File: config.mk
export PLATFORM = sky130hd
export DESIGN_NAME = gshare_btb_predictor_flat
export DESIGN_NICKNAME = d
export VERILOG_FILES = /design/src/rtl/gshare_btb_predictor_if.sv /design/src/rtl/gshare_btb_predictor.sv /design/src/flat_wrapper.sv
export SDC_FILE = /design/constraint.sdc
export NUM_CORES = 2
export LEC_CHECK = 0
export ABC_AREA = 0
export CORE_MARGIN = 4
export CORE_UTILIZATION = 23
export CTS_CLUSTER_SIZE = 14
export DETAILED_ROUTE_END_ITERATION = 8
export PLACE_DENSITY = 0.45
export SLEW_MARGIN = 30
export SYNTH_ARGS = -nofsm -noshare
export SYNTH_HDL_FRONTEND = slang
export SYNTH_SLANG_ARGS = --single-unit
export TNS_END_PERCENT = 20
File: constraint.sdc
create_clock -name clk -period 15.1 [get_ports clk]
set_clock_uncertainty 0.15 [all_clocks]
set_input_delay 3.775 -clock clk [delete_from_list [all_inputs] [get_ports clk]]
set_output_delay 3.775 -clock clk [all_outputs]
set_load 0.05 [all_outputs]
File: src/rtl/gshare_btb_predictor_if.sv
// Fetch-lookup and EX-training bundle between the pipeline and the branch predictor.
// The pipeline drives lookups and training through master; the predictor answers through slave.
interface gshare_btb_predictor_if #(
  parameter int ADDR_WIDTH = 32,
  parameter int GHR_BITS   = 6
);
  logic [ADDR_WIDTH-1:0] pc_if;
  logic                  je;
  logic [ADDR_WIDTH-1:0] jdest;
  logic [GHR_BITS-1:0]   pred_ghr;
  logic                  upd_valid;
  logic [ADDR_WIDTH-1:0] pc_ex;
  logic [1:0]            kind_ex;
  logic                  jmp_res;
  logic [ADDR_WIDTH-1:0] dest;
  logic [GHR_BITS-1:0]   ghr_ex;

  modport master (
    output pc_if, upd_valid, pc_ex, kind_ex, jmp_res, dest, ghr_ex,
    input  je, jdest, pred_ghr
  );

  modport slave (
    input  pc_if, upd_valid, pc_ex, kind_ex, jmp_res, dest, ghr_ex,
    output je, jdest, pred_ghr
  );
endinterface

File: src/rtl/gshare_btb_predictor.sv
// IF-stage branch predictor: tagged BTB, gshare PHT and return-address stack.
// Lookup is combinational from pc_if; all training is non-speculative from EX.
module gshare_btb_predictor #(
  parameter int ADDR_WIDTH = 32,
  parameter int INDEX_BITS = 6,
  parameter int GHR_BITS   = 6,
  parameter int CNT_BITS   = 2,
  parameter int RAS_DEPTH  = 4
) (
  input  logic                  clk,
  input  logic                  rst_n,
  gshare_btb_predictor_if.slave bus
);
  localparam int N_ENT = 1 << INDEX_BITS;
  localparam int TAG_W = ADDR_WIDTH - INDEX_BITS - 2;
  localparam int PTR_W = (RAS_DEPTH > 1) ? $clog2(RAS_DEPTH) : 1;
  localparam int RCNT_W = $clog2(RAS_DEPTH + 1);
  localparam logic [CNT_BITS-1:0] CNT_MAX  = '1;
  localparam logic [CNT_BITS-1:0] CNT_INIT = {1'b1, {(CNT_BITS-1){1'b0}}};
  localparam logic [1:0] K_COND = 2'b00;
  localparam logic [1:0] K_RET  = 2'b10;
  localparam logic [1:0] K_CALL = 2'b11;

  logic                  btb_valid  [N_ENT];
  logic [TAG_W-1:0]      btb_tag    [N_ENT];
  logic [ADDR_WIDTH-1:0] btb_target [N_ENT];
  logic [1:0]            btb_kind   [N_ENT];
  logic [CNT_BITS-1:0]   pht        [N_ENT];
  logic [ADDR_WIDTH-1:0] ras        [RAS_DEPTH];
  logic [GHR_BITS-1:0]   ghr;
  logic [PTR_W-1:0]      ras_top;
  logic [RCNT_W-1:0]     ras_cnt;

  logic [INDEX_BITS-1:0] idx_if, pidx_if, idx_ex, pidx_ex;
  logic [TAG_W-1:0]      tag_if, tag_ex;
  logic [PTR_W-1:0]      top_inc, top_dec;
  logic [CNT_BITS-1:0]   cnt_cur, cnt_next;
  logic                  hit, upd, push, pop;
  logic                  unused_pc_bits;

  assign idx_if  = bus.pc_if[INDEX_BITS+1:2];
  assign tag_if  = bus.pc_if[ADDR_WIDTH-1:INDEX_BITS+2];
  assign pidx_if = idx_if ^ INDEX_BITS'(ghr);
  assign idx_ex  = bus.pc_ex[INDEX_BITS+1:2];
  assign tag_ex  = bus.pc_ex[ADDR_WIDTH-1:INDEX_BITS+2];
  assign pidx_ex = idx_ex ^ INDEX_BITS'(bus.ghr_ex);
  assign unused_pc_bits = ^bus.pc_if[1:0];

  always_comb begin
    hit       = btb_valid[idx_if] && (btb_tag[idx_if] == tag_if);
    bus.je    = hit && ((btb_kind[idx_if] != K_COND) || pht[pidx_if][CNT_BITS-1]);
    bus.jdest = '0;
    if (bus.je) begin
      if (btb_kind[idx_if] == K_RET && ras_cnt != '0) bus.jdest = ras[ras_top];
      else                                             bus.jdest = btb_target[idx_if];
    end
  end

  assign bus.pred_ghr = ghr;

  // rst_n gates the data-path writes so an update landing during reset leaves no trace
  assign upd  = bus.upd_valid && rst_n;
  assign push = upd && bus.jmp_res && (bus.kind_ex == K_CALL);
  assign pop  = upd && bus.jmp_res && (bus.kind_ex == K_RET);

  assign top_inc = (ras_top == PTR_W'(RAS_DEPTH - 1)) ? '0 : ras_top + 1'b1;
  assign top_dec = (ras_top == '0) ? PTR_W'(RAS_DEPTH - 1) : ras_top - 1'b1;

  always_comb begin
    cnt_cur  = pht[pidx_ex];
    cnt_next = cnt_cur;
    if (bus.jmp_res) begin
      if (cnt_cur != CNT_MAX) cnt_next = cnt_cur + 1'b1;
    end else begin
      if (cnt_cur != '0) cnt_next = cnt_cur - 1'b1;
    end
  end

  always_ff @(posedge clk or negedge rst_n) begin
    if (!rst_n) begin
      for (int i = 0; i < N_ENT; i++) begin
        btb_valid[i] <= 1'b0;
        pht[i]       <= CNT_INIT;
      end
      ghr     <= '0;
      ras_top <= '0;
      ras_cnt <= '0;
    end else if (bus.upd_valid) begin
      if (bus.jmp_res) btb_valid[idx_ex] <= 1'b1;
      if (bus.kind_ex == K_COND) begin
        pht[pidx_ex] <= cnt_next;
        ghr          <= GHR_BITS'({ghr, bus.jmp_res});
      end
      // a full stack overwrites its oldest slot, so the count saturates
      if (push) begin
        ras_top <= top_inc;
        if (ras_cnt != RCNT_W'(RAS_DEPTH)) ras_cnt <= ras_cnt + 1'b1;
      end else if (pop && ras_cnt != '0) begin
        ras_top <= top_dec;
        ras_cnt <= ras_cnt - 1'b1;
      end
    end
  end

  always_ff @(posedge clk) begin
    if (upd && bus.jmp_res) begin
      btb_tag[idx_ex]    <= tag_ex;
      btb_target[idx_ex] <= bus.dest;
      btb_kind[idx_ex]   <= bus.kind_ex;
    end
    if (push) ras[top_inc] <= bus.pc_ex + ADDR_WIDTH'(4);
  end
endmodule

File: src/flat_wrapper.sv
// flat-port wrapper written by rule: the top's interface ports become plain ports
module gshare_btb_predictor_flat 
#(
  parameter int ADDR_WIDTH = 32,
  parameter int INDEX_BITS = 6,
  parameter int GHR_BITS   = 6,
  parameter int CNT_BITS   = 2,
  parameter int RAS_DEPTH  = 4
)
  (clk, rst_n, bus_pc_if, bus_upd_valid, bus_pc_ex, bus_kind_ex, bus_jmp_res, bus_dest, bus_ghr_ex, bus_je, bus_jdest, bus_pred_ghr);
  gshare_btb_predictor_if #(.ADDR_WIDTH(ADDR_WIDTH), .GHR_BITS(GHR_BITS)) bus_i ();
  input  logic clk;
  input  logic rst_n;
  input wire logic [$bits(bus_i.pc_if)-1:0] bus_pc_if;
  input wire logic [$bits(bus_i.upd_valid)-1:0] bus_upd_valid;
  input wire logic [$bits(bus_i.pc_ex)-1:0] bus_pc_ex;
  input wire logic [$bits(bus_i.kind_ex)-1:0] bus_kind_ex;
  input wire logic [$bits(bus_i.jmp_res)-1:0] bus_jmp_res;
  input wire logic [$bits(bus_i.dest)-1:0] bus_dest;
  input wire logic [$bits(bus_i.ghr_ex)-1:0] bus_ghr_ex;
  output wire logic [$bits(bus_i.je)-1:0] bus_je;
  output wire logic [$bits(bus_i.jdest)-1:0] bus_jdest;
  output wire logic [$bits(bus_i.pred_ghr)-1:0] bus_pred_ghr;
  assign bus_i.pc_if = bus_pc_if;
  assign bus_i.upd_valid = bus_upd_valid;
  assign bus_i.pc_ex = bus_pc_ex;
  assign bus_i.kind_ex = bus_kind_ex;
  assign bus_i.jmp_res = bus_jmp_res;
  assign bus_i.dest = bus_dest;
  assign bus_i.ghr_ex = bus_ghr_ex;
  assign bus_je = bus_i.je;
  assign bus_jdest = bus_i.jdest;
  assign bus_pred_ghr = bus_i.pred_ghr;
  gshare_btb_predictor #(.ADDR_WIDTH(ADDR_WIDTH), .INDEX_BITS(INDEX_BITS), .GHR_BITS(GHR_BITS), .CNT_BITS(CNT_BITS), .RAS_DEPTH(RAS_DEPTH)) u_core (.clk(clk), .rst_n(rst_n), .bus(bus_i));
endmodule
==> flow_metrics.tcl <==
set metrics [dict create \
    ant_nets 0 \
    worstSetupPathType "primary input to output pin" \
    synth-seq-cells 4043 \
    num_rows 304 \
    gp_congestion 0.7849 \
    track_usage_pct 14.83 \
    cp.arrival_ns 9.26 \
    worstPathCellList "buf_8, buf_4, mux4_2, mux2_2, o22ai_1, a21oi_1, a21oi_2, xnor2_1, nor4_1, nand4_4, buf_4, nor3_1, buf_12" \
    cpMostUsedCell "buf_4" \
    timing.final.crit_share_pct 87.34 \
    overflow 0 \
    nFillCells 67663 \
    initial_utilization_pct 23.08 \
    fmax_mhz 75.82 \
    end_kind "output pin" \
    cts_root_buffer "clkbuf_16" \
    path_max_fanout 68 \
    period_needed_ns 13.19 \
    avgRoutedWirePerCell_um 31.12 \
    grt_antenna_before_repair 47 \
    max_slew_margin_pct 26.03 \
    cts_max_path_buffers 4 \
    hp-start "u_core.btb_valid[26]" \
    worstMarginPinSlew_ns 1.099 \
    grt_pass1_wl_um 723400 \
    hold_path_end "u_core.btb_valid[26]" \
    seq_area_frac_synth_pct 76.10 \
    reg2reg_depth 8 \
    final_layout_size_suffix_gt1_share_pct 29.18 \
    finalHoldViolCount 0 \
    area_delta_synth_final_pct 17.68 \
    avgSynthCellArea_um2 21.91 \
    synth_edf_count 3840 \
    clk_pin_slew_ns 0.06 \
    async_reset_ff_share_pct 5.021 \
    wl_um 537700 \
    rr_endpoint "u_core.pht[118]" \
    post_cts_resized 0 \
    synth_fp_nets 7340 \
    slew_viol_final 0 \
    placed_area_um2 172600 \
    drv_cap 0 \
    power.leakage_uw 0.05736 \
    cts_tree "built" \
    startpoint_type "primary input" \
    hold_class "register to register" \
    synth_area_um2 158300 \
    fin_nets 7848 \
    chipHeight_um 837.6 \
    viasPerCell 4.666 \
    die-area_um2 701600 \
    drt_pass1_iterations 5 \
    whs_path_depth 1 \
    synth.distinct_cells 86 \
    rrSetupSlack_ns 11.66 \
    p_per_area_nw_per_um2 131.5 \
    worstPathRequired_ns 11.18 \
    ctsHtreeMaxLevel 5 \
    vias 80628 \
    synth-main-ff-cell "edfxtp_1" \
    drc 0 \
    status "finished clean" \
    worst_r2r_startpoint "u_core.pht[83]" \
    fp.dieW_um 837.6 \
    rsz0062_at_grt "no" \
    cpMaxStageDelayCell "buf_4" \
    postSynthCellCount 7224 \
    finalSetupTns_ns 0 \
    max_stage_delay_ns 0.78 \
    cts_buffers 424 \
    cts_sinks 4043 \
    drt_iter0_markers 9425 \
    coreArea_um2 685800 \
    yosysWarningCount 0 \
    grt_max_degree 114 \
    cts-hold-fix-buffers 0 \
    fin_area_um2 186300 \
    port_buffers 144 \
    first_global_vias 81655 \
    hpwl_um 308500 \
    cts_setup_buffers 0 \
    ir_drop_mv 0.1004 \
    worstSkewPairLatency_ns 1.02 \
    setup_viol 0 \
    io_pins 147 \
]
[worst max-delay path by stage]
stage	startpoint	endpoint	slack, ns	cells after the start
floorplan	bus_pc_if[2]	bus_jdest[0]	3.88	14
global placement	bus_pc_if[3]	bus_jdest[0]	2.03	13
detailed placement	bus_pc_if[4]	bus_jdest[0]	1.97	13
CTS	bus_pc_if[4]	bus_jdest[0]	1.97	13
global route	bus_pc_if[3]	bus_jdest[0]	1.73	13
finish	bus_pc_if[3]	bus_jdest[0]	1.91	13
[sequential cells by signal (all words and copies together), names as in the netlist]
name                 count
u_core.btb_target     2048
u_core.btb_tag        1536
u_core.btb_kind        128
u_core.pht             128
u_core.ras             128
u_core.btb_valid        64
u_core.bus.pred_ghr      6
u_core.ras_cnt           3
u_core.ras_top           2
[cells by family (layout without fill, tap and decap cells)]
logic type                 count (synthesis)  after routing  share of synthesized area, %
muxes                                   1356           1356                         17.27
xor gates and xnor gates                  73             73                        0.4086
and+or+nand+nor                          820            820                         2.442
AOI/OAI and AO/OA                        538            538                         2.271
DFF                                     4043           4043                         76.10
adders and majority gates                  8              8                       0.06797
buffers and inverters                    386           1254                         1.432
other                                      0              7                             0
[power by group]
group / switching, uW / leakage [uW] / internal (uW)
Combinational: 1070 / 0.0137 / 635
Sequential: 91.7 / 0.0370 / 12400
Clock: 4470 / 0.00661 / 5850
[per-stage QoR]
stage          util [%]  setup slack, ns  total power (uW)  cells  hold slack [ns]
5_1_grt           27.16            1.729             25310  17273           0.3136
4_1_cts           27.15            1.975             24770  17272           0.3037
6_report          27.16            1.911             24500  17279           0.2987
3_3_place_gp      25.10            2.029             14430  16469           0.2827
2_1_floorplan         -            3.880             13650   7224           0.2726
3_5_place_dp      25.17            1.973             14460  16486           0.2886
[layout by cell type (no fill, tap or decap), drive strengths merged, types with 9 or more instances in the layout]
cell | Yosys | layout
nand4 | 18 | 18
dfrtp | 139 | 139
o21bai | 9 | 9
mux2i | 222 | 222
nor2b | 31 | 31
edfxtp | 3840 | 3840
nor4 | 11 | 11
nand3 | 59 | 59
o21ai | 92 | 92
a21oi | 121 | 121
a221oi | 22 | 22
a31oi | 19 | 19
o221ai | 9 | 9
xor2 | 24 | 24
bufinv | 0 | 36
nand2b | 18 | 18
and3 | 16 | 16
nor3 | 57 | 57
a211oi | 31 | 31
dfstp | 64 | 64
and2 | 23 | 23
clkbuf | 102 | 519
clkinv | 4 | 210
inv | 7 | 18
clkinvlp | 0 | 17
a22oi | 90 | 90
a311oi | 9 | 9
mux2 | 37 | 37
clkdlybuf4s50 | 0 | 46
buf | 272 | 408
nand2 | 279 | 279
mux4 | 1097 | 1097
xnor2 | 49 | 49
o22ai | 30 | 30
nor2 | 276 | 276
a21o | 58 | 58
[critical path, delay by kind of cell]
family / cells / cell delay [ns]
compound gates: 3 / 0.92
simple gates: 3 / 1.42
xor+xnor: 1 / 0.27
mux: 2 / 0.69
buf+inv: 4 / 1.78
[synth_stat cells (all sizes together) (49+ instances only)]
cell type,count,share of area (%)
a21o,58,0.28
a21oi,121,0.39
a22oi,90,0.43
buf,272,1.2
clkbuf,102,0.24
dfrtp,139,2.2
dfstp,64,1.1
edfxtp,3840,73
mux2i,222,1.4
mux4,1097,16
nand2,279,0.66
nand3,59,0.19
nor2,276,0.66
nor3,57,0.28
o21ai,92,0.29
xnor2,49,0.28
[cell type report]
class	count	area (um2)	area share, %
clock buffers	516	11110	5.965
multi-input cells	2795	36230	19.45
repair buffers	457	4472	2.401
clock inverters	270	2442	1.311
inverters	11	51.30	0.02754
flip-flops and latches	4043	120500	64.67
well taps	9180	11490	6.166
diodes	7	17.52	0.009403
[per-layer routing]
layer | vias to the layer above | GRT usage [%] | wire (um)
met3 | 717 | 2.231 | 33600
met5 | - | 0 | 103
li1 | 31453 | - | -
met4 | 16 | 4.059 | 16820
met2 | 3196 | 25.18 | 265100
met1 | 45246 | 19.77 | 222100
Power figures use the tool's default switching activity.
